==> src/rtl/opll_dac_pkg.sv <==
// Shared types, widths and saturation limits for the OPLL audio DAC output stage.
package opll_dac_pkg;

  localparam int IN_W    = 16;
  localparam int PWM_W   = 8;
  localparam int DS2_W   = 20;
  localparam int SHIFT_W = IN_W + 3;
  localparam int ACC2_W  = DS2_W + 2;

  typedef enum logic [1:0] {
    DAC_DS1 = 2'b00,
    DAC_DS2 = 2'b01,
    DAC_PWM = 2'b10,
    DAC_RAW = 2'b11
  } dac_mode_e;

  localparam logic signed [IN_W-1:0]    SMP_MAX   = {1'b0, {(IN_W-1){1'b1}}};
  localparam logic signed [IN_W-1:0]    SMP_MIN   = {1'b1, {(IN_W-1){1'b0}}};
  localparam logic signed [SHIFT_W-1:0] SHIFT_MAX = {{(SHIFT_W-IN_W){1'b0}}, SMP_MAX};
  localparam logic signed [SHIFT_W-1:0] SHIFT_MIN = {{(SHIFT_W-IN_W){1'b1}}, SMP_MIN};

  localparam logic signed [DS2_W-1:0]  DS2_MAX    = {1'b0, {(DS2_W-1){1'b1}}};
  localparam logic signed [DS2_W-1:0]  DS2_MIN    = {1'b1, {(DS2_W-1){1'b0}}};
  // 1-bit quantiser feedback levels, expressed at loop precision
  localparam logic signed [ACC2_W-1:0] DS2_FB_POS = {{(ACC2_W-IN_W){1'b0}}, SMP_MAX};
  localparam logic signed [ACC2_W-1:0] DS2_FB_NEG = {{(ACC2_W-IN_W){1'b1}}, SMP_MIN};

  function automatic logic signed [DS2_W-1:0] sat_ds2(input logic signed [ACC2_W-1:0] v);
    logic signed [ACC2_W-1:0] hi;
    logic signed [ACC2_W-1:0] lo;
    logic signed [DS2_W-1:0]  r;
    hi = {{(ACC2_W-DS2_W){1'b0}}, DS2_MAX};
    lo = {{(ACC2_W-DS2_W){1'b1}}, DS2_MIN};
    if (v > hi) begin
      r = DS2_MAX;
    end else if (v < lo) begin
      r = DS2_MIN;
    end else begin
      r = v[DS2_W-1:0];
    end
    return r;
  endfunction

endpackage

==> src/rtl/opll_dac_ds2.sv <==
// Second-order 1-bit delta-sigma loop with saturating integrators.
// y_next_o is the comparator result for this edge; clr_i zeroes the loop state.
module opll_dac_ds2
  import opll_dac_pkg::*;
(
  input  logic                   clk,
  input  logic                   rst,
  input  logic                   clr_i,
  input  logic signed [IN_W-1:0] x_i,
  output logic                   y_next_o
);

  logic signed [DS2_W-1:0]  i1_q, i1_d;
  logic signed [DS2_W-1:0]  i2_q, i2_d;
  logic                     y_q, y_d;
  logic signed [ACC2_W-1:0] x_ext, fb_ext, sum1, sum2;

  always_comb begin
    x_ext  = {{(ACC2_W-IN_W){x_i[IN_W-1]}}, x_i};
    fb_ext = y_q ? DS2_FB_POS : DS2_FB_NEG;
    sum1   = {{(ACC2_W-DS2_W){i1_q[DS2_W-1]}}, i1_q} + x_ext - fb_ext;
    i1_d   = sat_ds2(sum1);
    sum2   = {{(ACC2_W-DS2_W){i2_q[DS2_W-1]}}, i2_q}
           + {{(ACC2_W-DS2_W){i1_d[DS2_W-1]}}, i1_d} - fb_ext;
    i2_d   = sat_ds2(sum2);
    y_d    = ~i2_d[DS2_W-1];
  end

  assign y_next_o = y_d;

  always_ff @(posedge clk) begin
    if (rst || clr_i) begin
      i1_q <= '0;
      i2_q <= '0;
      y_q  <= 1'b0;
    end else begin
      i1_q <= i1_d;
      i2_q <= i2_d;
      y_q  <= y_d;
    end
  end

endmodule

==> src/rtl/opll_audio_dac.sv <==
// OPLL audio output stage: gain/saturate the mixed sample, hold it as offset binary,
// and drive a 1-bit DAC (DS1, DS2, PWM or raw sign) plus an 8-bit parallel copy.
module opll_audio_dac
  import opll_dac_pkg::*;
(
  input  logic                   clk,
  input  logic                   rst,
  input  logic signed [IN_W-1:0] i_sample,
  input  logic                   i_strb,
  input  logic [1:0]             i_gain,
  input  logic [1:0]             i_mode,
  output logic                   o_bit,
  output logic [PWM_W-1:0]       o_u8,
  output logic                   o_valid,
  output logic                   o_clip
);

  logic signed [IN_W-1:0]    hold_q, hold_d;
  logic                      valid_q, valid_d;
  logic                      clip_q, clip_d;
  logic                      bit_q, bit_d;
  logic [IN_W:0]             acc_q, acc_d;
  logic [PWM_W-1:0]          cnt_q, cnt_d;
  logic [PWM_W-1:0]          duty_q, duty_d;
  dac_mode_e                 mode_q, mode_in;
  logic                      mode_chg;
  logic                      ds2_y;
  logic signed [SHIFT_W-1:0] smp_shift;
  logic signed [IN_W-1:0]    smp_sat;
  logic                      smp_clip;
  logic [IN_W-1:0]           u;

  assign mode_in  = dac_mode_e'(i_mode);
  assign mode_chg = (mode_in != mode_q);
  assign u        = {~hold_q[IN_W-1], hold_q[IN_W-2:0]};
  assign o_u8     = u[IN_W-1 -: PWM_W];
  assign o_bit    = bit_q;
  assign o_valid  = valid_q;
  assign o_clip   = clip_q;

  // Sign-extend before shifting so the full product is visible to the clamp.
  always_comb begin
    smp_shift = {{(SHIFT_W-IN_W){i_sample[IN_W-1]}}, i_sample} <<< i_gain;
    smp_sat   = smp_shift[IN_W-1:0];
    smp_clip  = 1'b0;
    if (smp_shift > SHIFT_MAX) begin
      smp_sat  = SMP_MAX;
      smp_clip = 1'b1;
    end else if (smp_shift < SHIFT_MIN) begin
      smp_sat  = SMP_MIN;
      smp_clip = 1'b1;
    end
  end

  always_comb begin
    hold_d  = i_strb ? smp_sat : hold_q;
    valid_d = i_strb;
    clip_d  = i_strb & smp_clip;
  end

  always_comb begin
    acc_d  = {1'b0, acc_q[IN_W-1:0]} + {1'b0, u};
    cnt_d  = cnt_q + PWM_W'(1);
    duty_d = (cnt_q == {PWM_W{1'b1}}) ? u[IN_W-1 -: PWM_W] : duty_q;
    bit_d  = 1'b0;
    case (mode_in)
      DAC_DS1: bit_d = acc_d[IN_W];
      DAC_DS2: bit_d = ds2_y;
      DAC_PWM: bit_d = (cnt_q < duty_q);
      DAC_RAW: bit_d = hold_q[IN_W-1];
      default: bit_d = 1'b0;
    endcase
    // A mode change spends one silent cycle restarting every modulator from zero.
    if (mode_chg) begin
      acc_d  = '0;
      cnt_d  = '0;
      duty_d = '0;
      bit_d  = 1'b0;
    end
  end

  opll_dac_ds2 u_ds2 (
    .clk      (clk),
    .rst      (rst),
    .clr_i    (mode_chg),
    .x_i      (hold_q),
    .y_next_o (ds2_y)
  );

  always_ff @(posedge clk) begin
    if (rst) begin
      hold_q  <= '0;
      valid_q <= 1'b0;
      clip_q  <= 1'b0;
      bit_q   <= 1'b0;
      acc_q   <= '0;
      cnt_q   <= '0;
      duty_q  <= '0;
      mode_q  <= DAC_DS1;
    end else begin
      hold_q  <= hold_d;
      valid_q <= valid_d;
      clip_q  <= clip_d;
      bit_q   <= bit_d;
      acc_q   <= acc_d;
      cnt_q   <= cnt_d;
      duty_q  <= duty_d;
      mode_q  <= mode_in;
    end
  end

endmodule

==> config.mk <==
export PLATFORM = sky130hd
export DESIGN_NAME = opll_audio_dac
export DESIGN_NICKNAME = d
export VERILOG_FILES = /design/src/rtl/opll_dac_pkg.sv /design/src/rtl/opll_dac_ds2.sv /design/src/rtl/opll_audio_dac.sv
export SDC_FILE = /design/constraint.sdc
export NUM_CORES = 1
export LEC_CHECK = 0
export ABC_AREA = 1
export CAP_MARGIN = 40
export CORE_MARGIN = 4
export CORE_UTILIZATION = 55
export DETAILED_ROUTE_END_ITERATION = 8
export DONT_BUFFER_PORTS = 1
export HOLD_SLACK_MARGIN = 0.06
export PLACE_DENSITY_LB_ADDON = 0.1
export SYNTH_ARGS = -nofsm -noshare
export SYNTH_HDL_FRONTEND = slang
export SYNTH_HIERARCHICAL = 1
export SYNTH_SLANG_ARGS = --single-unit
==> constraint.sdc <==
create_clock -name clk -period 9.5 [get_ports clk]
set_input_delay 1.425 -clock clk [delete_from_list [all_inputs] [get_ports clk]]
set_output_delay 1.425 -clock clk [all_outputs]
set_load 0.02 [all_outputs]
==> results.cfg, run 1 <==
[outcome]
status = finished, final reports clean

[placement]
hpwl_um = 20830
place_congestion = 0.9684
port_buffers = 0

[sta]
finalCriticalPeriod_ns = 7.694
rsz0062_at_grt = no
fin_worst_skew_ns = 0.009651
finalCritPeriodShare_pct = 80.99
fmax_mhz = 130.0
tightest_slew_ns = 0.7984
max_slew_margin_pct = 46.70
maxSlewViolCount = 0
tns_ns = 0
setup_violations = 0
hold_viol_final = 0

[setup_path]
crit_required_ns = 9.78
crit_top_cell = nand2_1
cp_max_fo = 19
critPathMaxStageDelay_ns = 0.58
endpoint_kind = flop
worst_ep_arrival_time_ns = 7.98
path_class = flop to flop
cp_num_buf_inv = 3
cpLargestDelayFamily = simple AND/OR/NAND/NOR gates
start_kind = flop
slowest_stage = o31ai_1
startpoint = hold_q[1]
reg2reg_from = hold_q[1]

[route]
wirelength_um = 25070
vias_per_cell = 5.514
firstDrtPassIters = 5
drtAntennaViolNets = 0
route.detailed.drc = 0
first_iter_violations = 672
vias = 8993
route.detailed.wl_per_inst_um = 15.37

[grt]
antenna_found_initial = 0
track_usage_pct = 25.72
grt_max_degree = 31
overflow = 0
grt_pass1_wl_um = 41080
grt_pass1_vias = 8412

[clock_network]
path_clk_slew_ns = 0.07
cts_sinks = 94
tritoncts = done
cts_resized = 0
cts_buffers = 9
cts_hold_buf = 0
root_buffer = clkbuf_16
clockBufferDepth = 2
cts_setup_buffers = 0
clk_latency_ns = 0.35
cts.htree.levels = 3

[floorplan]
die_h_um = 138.6
die_w_um = 138.6
ios = 34
coreArea_um2 = 16640
start_util_pct = 56.33
dieArea_um2 = 19200
rows = 47

[flow_run]
drv_cap = 0

[yosys]
syn_area_um2 = 9375
synth_xor_xnor_area_share_pct = 6.446
synth_cell_type_count = 50
synthMuxAreaShare_pct = 0.2135
seq_area_frac_synth_pct = 20.07
synth_fa_ha_area_share_pct = 15.35
avgSynthCellArea_um2 = 6.598
synth-main-ff-cell = dfxtp_1
synth-compound-area-share_pct = 18.36
ys_ff_latch = 94
synth-edff-count = 0
synth_top_family_by_area = simple AND/OR/NAND/NOR gates
postSynthCellCount = 1421
ys_warn_count = 6
yosys.area_share.simple_pct = 31.10
synth_fp_nets = 1556
async_reset_ff_share_pct = 0

[final_layout]
final_nets = 1541
layout-drive-gt1-share_pct = 8.221
diodes = 0
syn_to_final_growth_pct = 4.257

[hold_path]
worstHoldStart = duty_q[0]
hp-class = flop to flop
cells in the mapped netlist, types with 3 or more instances:
master / count / area, um2
buf_4: 12 / 90.09
nand3_1: 65 / 325.3
clkbuf_1: 7 / 26.28
a21boi_0: 4 / 30.03
a31oi_1: 6 / 37.54
and2_1: 4 / 25.02
nand3b_1: 3 / 22.52
o21a_1: 4 / 30.03
dfxtp_1: 94 / 1882
inv_2: 13 / 48.80
a21oi_2: 25 / 219.0
o211ai_1: 7 / 52.55
o21bai_1: 7 / 52.55
xnor2_1: 19 / 166.4
nand2_2: 22 / 137.6
a21o_1: 9 / 67.56
ha_1: 107 / 1339
inv_1: 138 / 518.0
nor2_2: 6 / 37.54
nor2_1: 131 / 491.7
nand2_4: 5 / 56.30
nand4_1: 18 / 112.6
nor4_1: 3 / 18.77
buf_6: 5 / 56.30
nand2_1: 383 / 1438
nor3_1: 10 / 50.05
a21oi_1: 132 / 660.6
nand3b_4: 3 / 60.06
nor2_4: 3 / 33.78
o21ai_1: 13 / 65.06
xor2_1: 50 / 437.9
o21ai_2: 9 / 78.83
nand3_2: 4 / 40.04
o21ai_0: 71 / 355.3
fa_1: 5 / 100.1
o31ai_1: 4 / 30.03
layout make-up:
| cell class | instances | area [um2] |
|---|---|---|
| tap | 220 | 275.3 |
| clock inverter | 6 | 53.80 |
| multi-input combinational | 1145 | 6708 |
| clock buffer | 10 | 229.0 |
| sequential | 94 | 1882 |
| fill | 1667 | 6868 |
| timing repair buffer | 3 | 50.05 |
| inverter | 153 | 576.8 |
cells by family after synthesis:
logic type / after synthesis
AND/OR/NAND/NOR: 667
AO/OA/AOI/OAI: 295
buffers and inverters: 182
adder cells (fa/ha/maj): 112
flip-flops: 94
XOR/XNOR: 69
multiplexers: 2
state kept, by name, indices dropped and copies added, names as in the netlist, 2 cells and up:
name	cells
u_ds2/i2_q	20
duty_q	8
hold_q	16
u_ds2/i1_q	20
mode_q	2
acc_q	16
cnt_q	8
worst min-delay path, delay by kind of cell (launching register included):
| kind | cells | cell delay, ns |
|---|---|---|
| buf+inv | 1 | 0.05 |
| flops | 1 | 0.31 |
| compound gates | 1 | 0.05 |
metal layers:
layer  part of all wire [%]  GRT usage, %  up-vias
met4                    2.4         7.124        0
met3                    4.4         3.138       41
met2                     46         43.27      220
met1                     47         34.91     4059
met5                      0             0        -
li1                       -             -     4673
final timing paths:
| path | cells after the start | to | slack (ns) |
|---|---|---|---|
| worst max-delay path | 46 | u_ds2/i2_q[3] | 1.81 |
| worst min-delay path | 2 | duty_q[0] | 0.45 |
| worst max register to register | 46 | u_ds2/i2_q[3] | 1.81 |
| worst min register to register | 2 | duty_q[0] | 0.45 |
cells in the final DEF (no fill, tap or decap), drive strengths merged:
cell type  instances
clkinvlp           1
nand3b             6
nand3             69
a21o               9
o21a               4
nor4               3
xnor2             19
inv              154
clkbuf            10
a21boi             4
a211oi             2
o21ai             93
or2                1
a31oi              6
clkinv             4
nor3              12
o21bai             7
fa                 5
mux2i              2
o221a              1
a21oi            158
xor2              50
ha               107
nor3b              3
and2               4
nor2             140
buf                3
o31ai              4
o211ai             7
nand2            410
nand4             19
dfxtp             94
stage by stage:
step	worst slack, ns	hold slack, ns	std cells	utilization [%]	cell area (um2)
2_1_floorplan	2.940	0.4231	1421	-	9375
3_3_place_gp	2.154	0.4373	1613	56.78	9449
3_5_place_dp	1.929	0.4413	1615	57.03	9492
4_1_cts	1.925	0.4515	1631	58.73	9774
5_1_grt	0.9593	0.4804	1631	58.73	9774
6_report	1.806	0.4517	1631	58.73	9774
Power of run 1 is not shown: default switching activity piles up to over one toggle a cycle in this logic, so the estimate is an artifact.
==> inputs of run 2 (changes only) <==
- clock period: 9.5 -> 7.11 ns (I/O delays scaled with it)
==> run 2 against run 1 <==
- via count grew 0.78%
- final area rose by 4.3%
- register-to-register slack worse by 1.4 ns
- routed wire length hardly changed
- die area did not move
- non-clock buffer count grew 24
- sequential cell count stayed put
- global-route usage decreased by 0.42 points
- worst hold slack got worse by 0.0043 ns
- first-iteration DRC count down 15%
- critical path depth is 7 lower
- highest routed layer unchanged
- critical endpoint is now u_ds2/i2_q[10]
==> results.cfg, run 2 (same netlist as run 1, synthesis figures left out) <==
[sta]
fmax_mhz = 149.7
fin_worst_skew_ns = 0.01627
holdWs_ns = 0.4474
max_slew_margin_pct = 50.39
final.setup.worst_slack_ns = 0.4282
finalCritPeriodShare_pct = 93.98
maxSlewViolCount = 0
tightest_slew_ns = 0.7434
finalCriticalPeriod_ns = 6.682
setup_violations = 0
hold_viol_final = 0

[clock_network]
cts_hold_buf = 0
path_clk_slew_ns = 0.08
clockBufferDepth = 2
cts_sinks = 94
tritoncts = done
clk_latency_ns = 0.36
cts.htree.levels = 3
cts_buffers = 9
root_buffer = clkbuf_16

[route]
vias = 9063
firstDrtPassIters = 5
vias_per_cell = 5.476
route.detailed.drc = 0
route.detailed.wl_per_inst_um = 15.15
drtAntennaViolNets = 0
wirelength_um = 25080
first_iter_violations = 573

[placement]
port_buffers = 0
hpwl_um = 20620
place_congestion = 0.9283
placed_area_um2 = 9617
dp_slack_ns = 0.1201

[flow_run]
drv_cap = 0

[grt]
grt_busiest_layer = met2
overflow = 0
grtUsageMet1_pct = 34.11
grt_util_met2_pct = 42.47
antenna_found_initial = 0
grtUsageMet3_pct = 3.034
grt_pass1_vias = 8382
grt_max_degree = 26
track_usage_pct = 25.30
grt_pass1_wl_um = 40340

[floorplan]
coreArea_um2 = 16640
die_w_um = 138.6
rows = 47
dieArea_um2 = 19200
start_util_pct = 56.33
die_h_um = 138.6
ios = 34

[setup_path]
reg2reg_from = hold_q[15]
worst_ep_arrival_time_ns = 6.91
slowest_stage = dfxtp_2
critPathMaxStageDelay_ns = 0.39
path_class = flop to flop
start_kind = flop
r2r-end = u_ds2/i2_q[10]
crit_required_ns = 7.34
endpoint_kind = flop
cp_num_buf_inv = 3
reg2reg_depth = 39
crit_top_cell = nand2_1
ff2ff_setup_slack_ns = 0.43
cpLargestDelayFamily = simple AND/OR/NAND/NOR gates
cp_max_fo = 18

[final_layout]
utilization_pct = 61.27
top_regs = u_ds2/i1_q (20), u_ds2/i2_q (20)
fillers = 1592
design_area_um2 = 10200
diodes = 0
layout-drive-gt1-share_pct = 11.78
final_common_cell = nand2_1
layout_common_cells = nand2_1, inv_1, nor2_1
syn_to_final_growth_pct = 8.755
final_nets = 1565

[hold_path]
whs_path_depth = 2
min_to = duty_q[0]
worstHoldStart = duty_q[0]
hp-class = flop to flop

[outcome]
status = finished, final reports clean
run 2: cell types whose count changed in the layout (fill, tap and decap cells not counted), moves of 6 or more:
cell,change
o21ai_0,-6
buf_4,+22
a21oi_2,+6
o21ai_1,+6
a21oi_1,-7
run 2: worst max path at each step:
stage | start | slack (ns) | to | depth (start not counted)
floorplan | hold_q[0] | 0.55 | u_ds2/i2_q[13] | 46
global placement | hold_q[2] | 0.17 | u_ds2/i2_q[3] | 42
detailed placement | hold_q[2] | 0.12 | u_ds2/i2_q[15] | 38
CTS | hold_q[2] | 0.08 | u_ds2/i2_q[15] | 38
global route | hold_q[2] | -0.07 | u_ds2/i2_q[0] | 42
finish | hold_q[15] | 0.43 | u_ds2/i2_q[10] | 39
run 2: layout make-up:
| class | instances | area (um2) | area share, % |
|---|---|---|---|
| clock buffer | 10 | 229.0 | 2.246 |
| timing repair buffer | 27 | 265.3 | 2.602 |
| sequential | 94 | 1884 | 18.48 |
| multi-input combinational | 1145 | 6912 | 67.79 |
| clock inverter | 6 | 53.80 | 0.5277 |
| inverter | 153 | 576.8 | 5.657 |
| tap | 220 | 275.3 | 2.700 |
run 2: what timing repair did:
action / 4_1_cts / 5_1_grt
resized for setup: 0 / 49
endpoints found under the setup margin: 0 / 22
buffers inserted: 0 / 7
run 2: stage by stage:
stage / TNS (ns) / std cells
2_1_floorplan: 0 / 1421
3_3_place_gp: 0 / 1630
3_5_place_dp: 0 / 1631
4_1_cts: 0 / 1647
5_1_grt: -0.5721 / 1655
6_report: 0 / 1655
run 2: worst reg2reg max path, delay by kind of cell, from the launching register on:
kind | cells | cell delay, ns
simple gates | 24 | 3.13
xor+xnor | 2 | 0.46
flops | 1 | 0.39
fa+ha+maj | 4 | 1.28
buf+inv | 3 | 0.34
compound gates | 6 | 0.93
run 2: routing by layer:
| metal | share of wire (%) | vias up |
|---|---|---|
| met5 | 0 | - |
| met4 | 2.5 | 0 |
| met3 | 4.7 | 41 |
| met2 | 46 | 218 |
| met1 | 46 | 4088 |
| li1 | - | 4716 |
Power of run 2 is left out for the same reason.
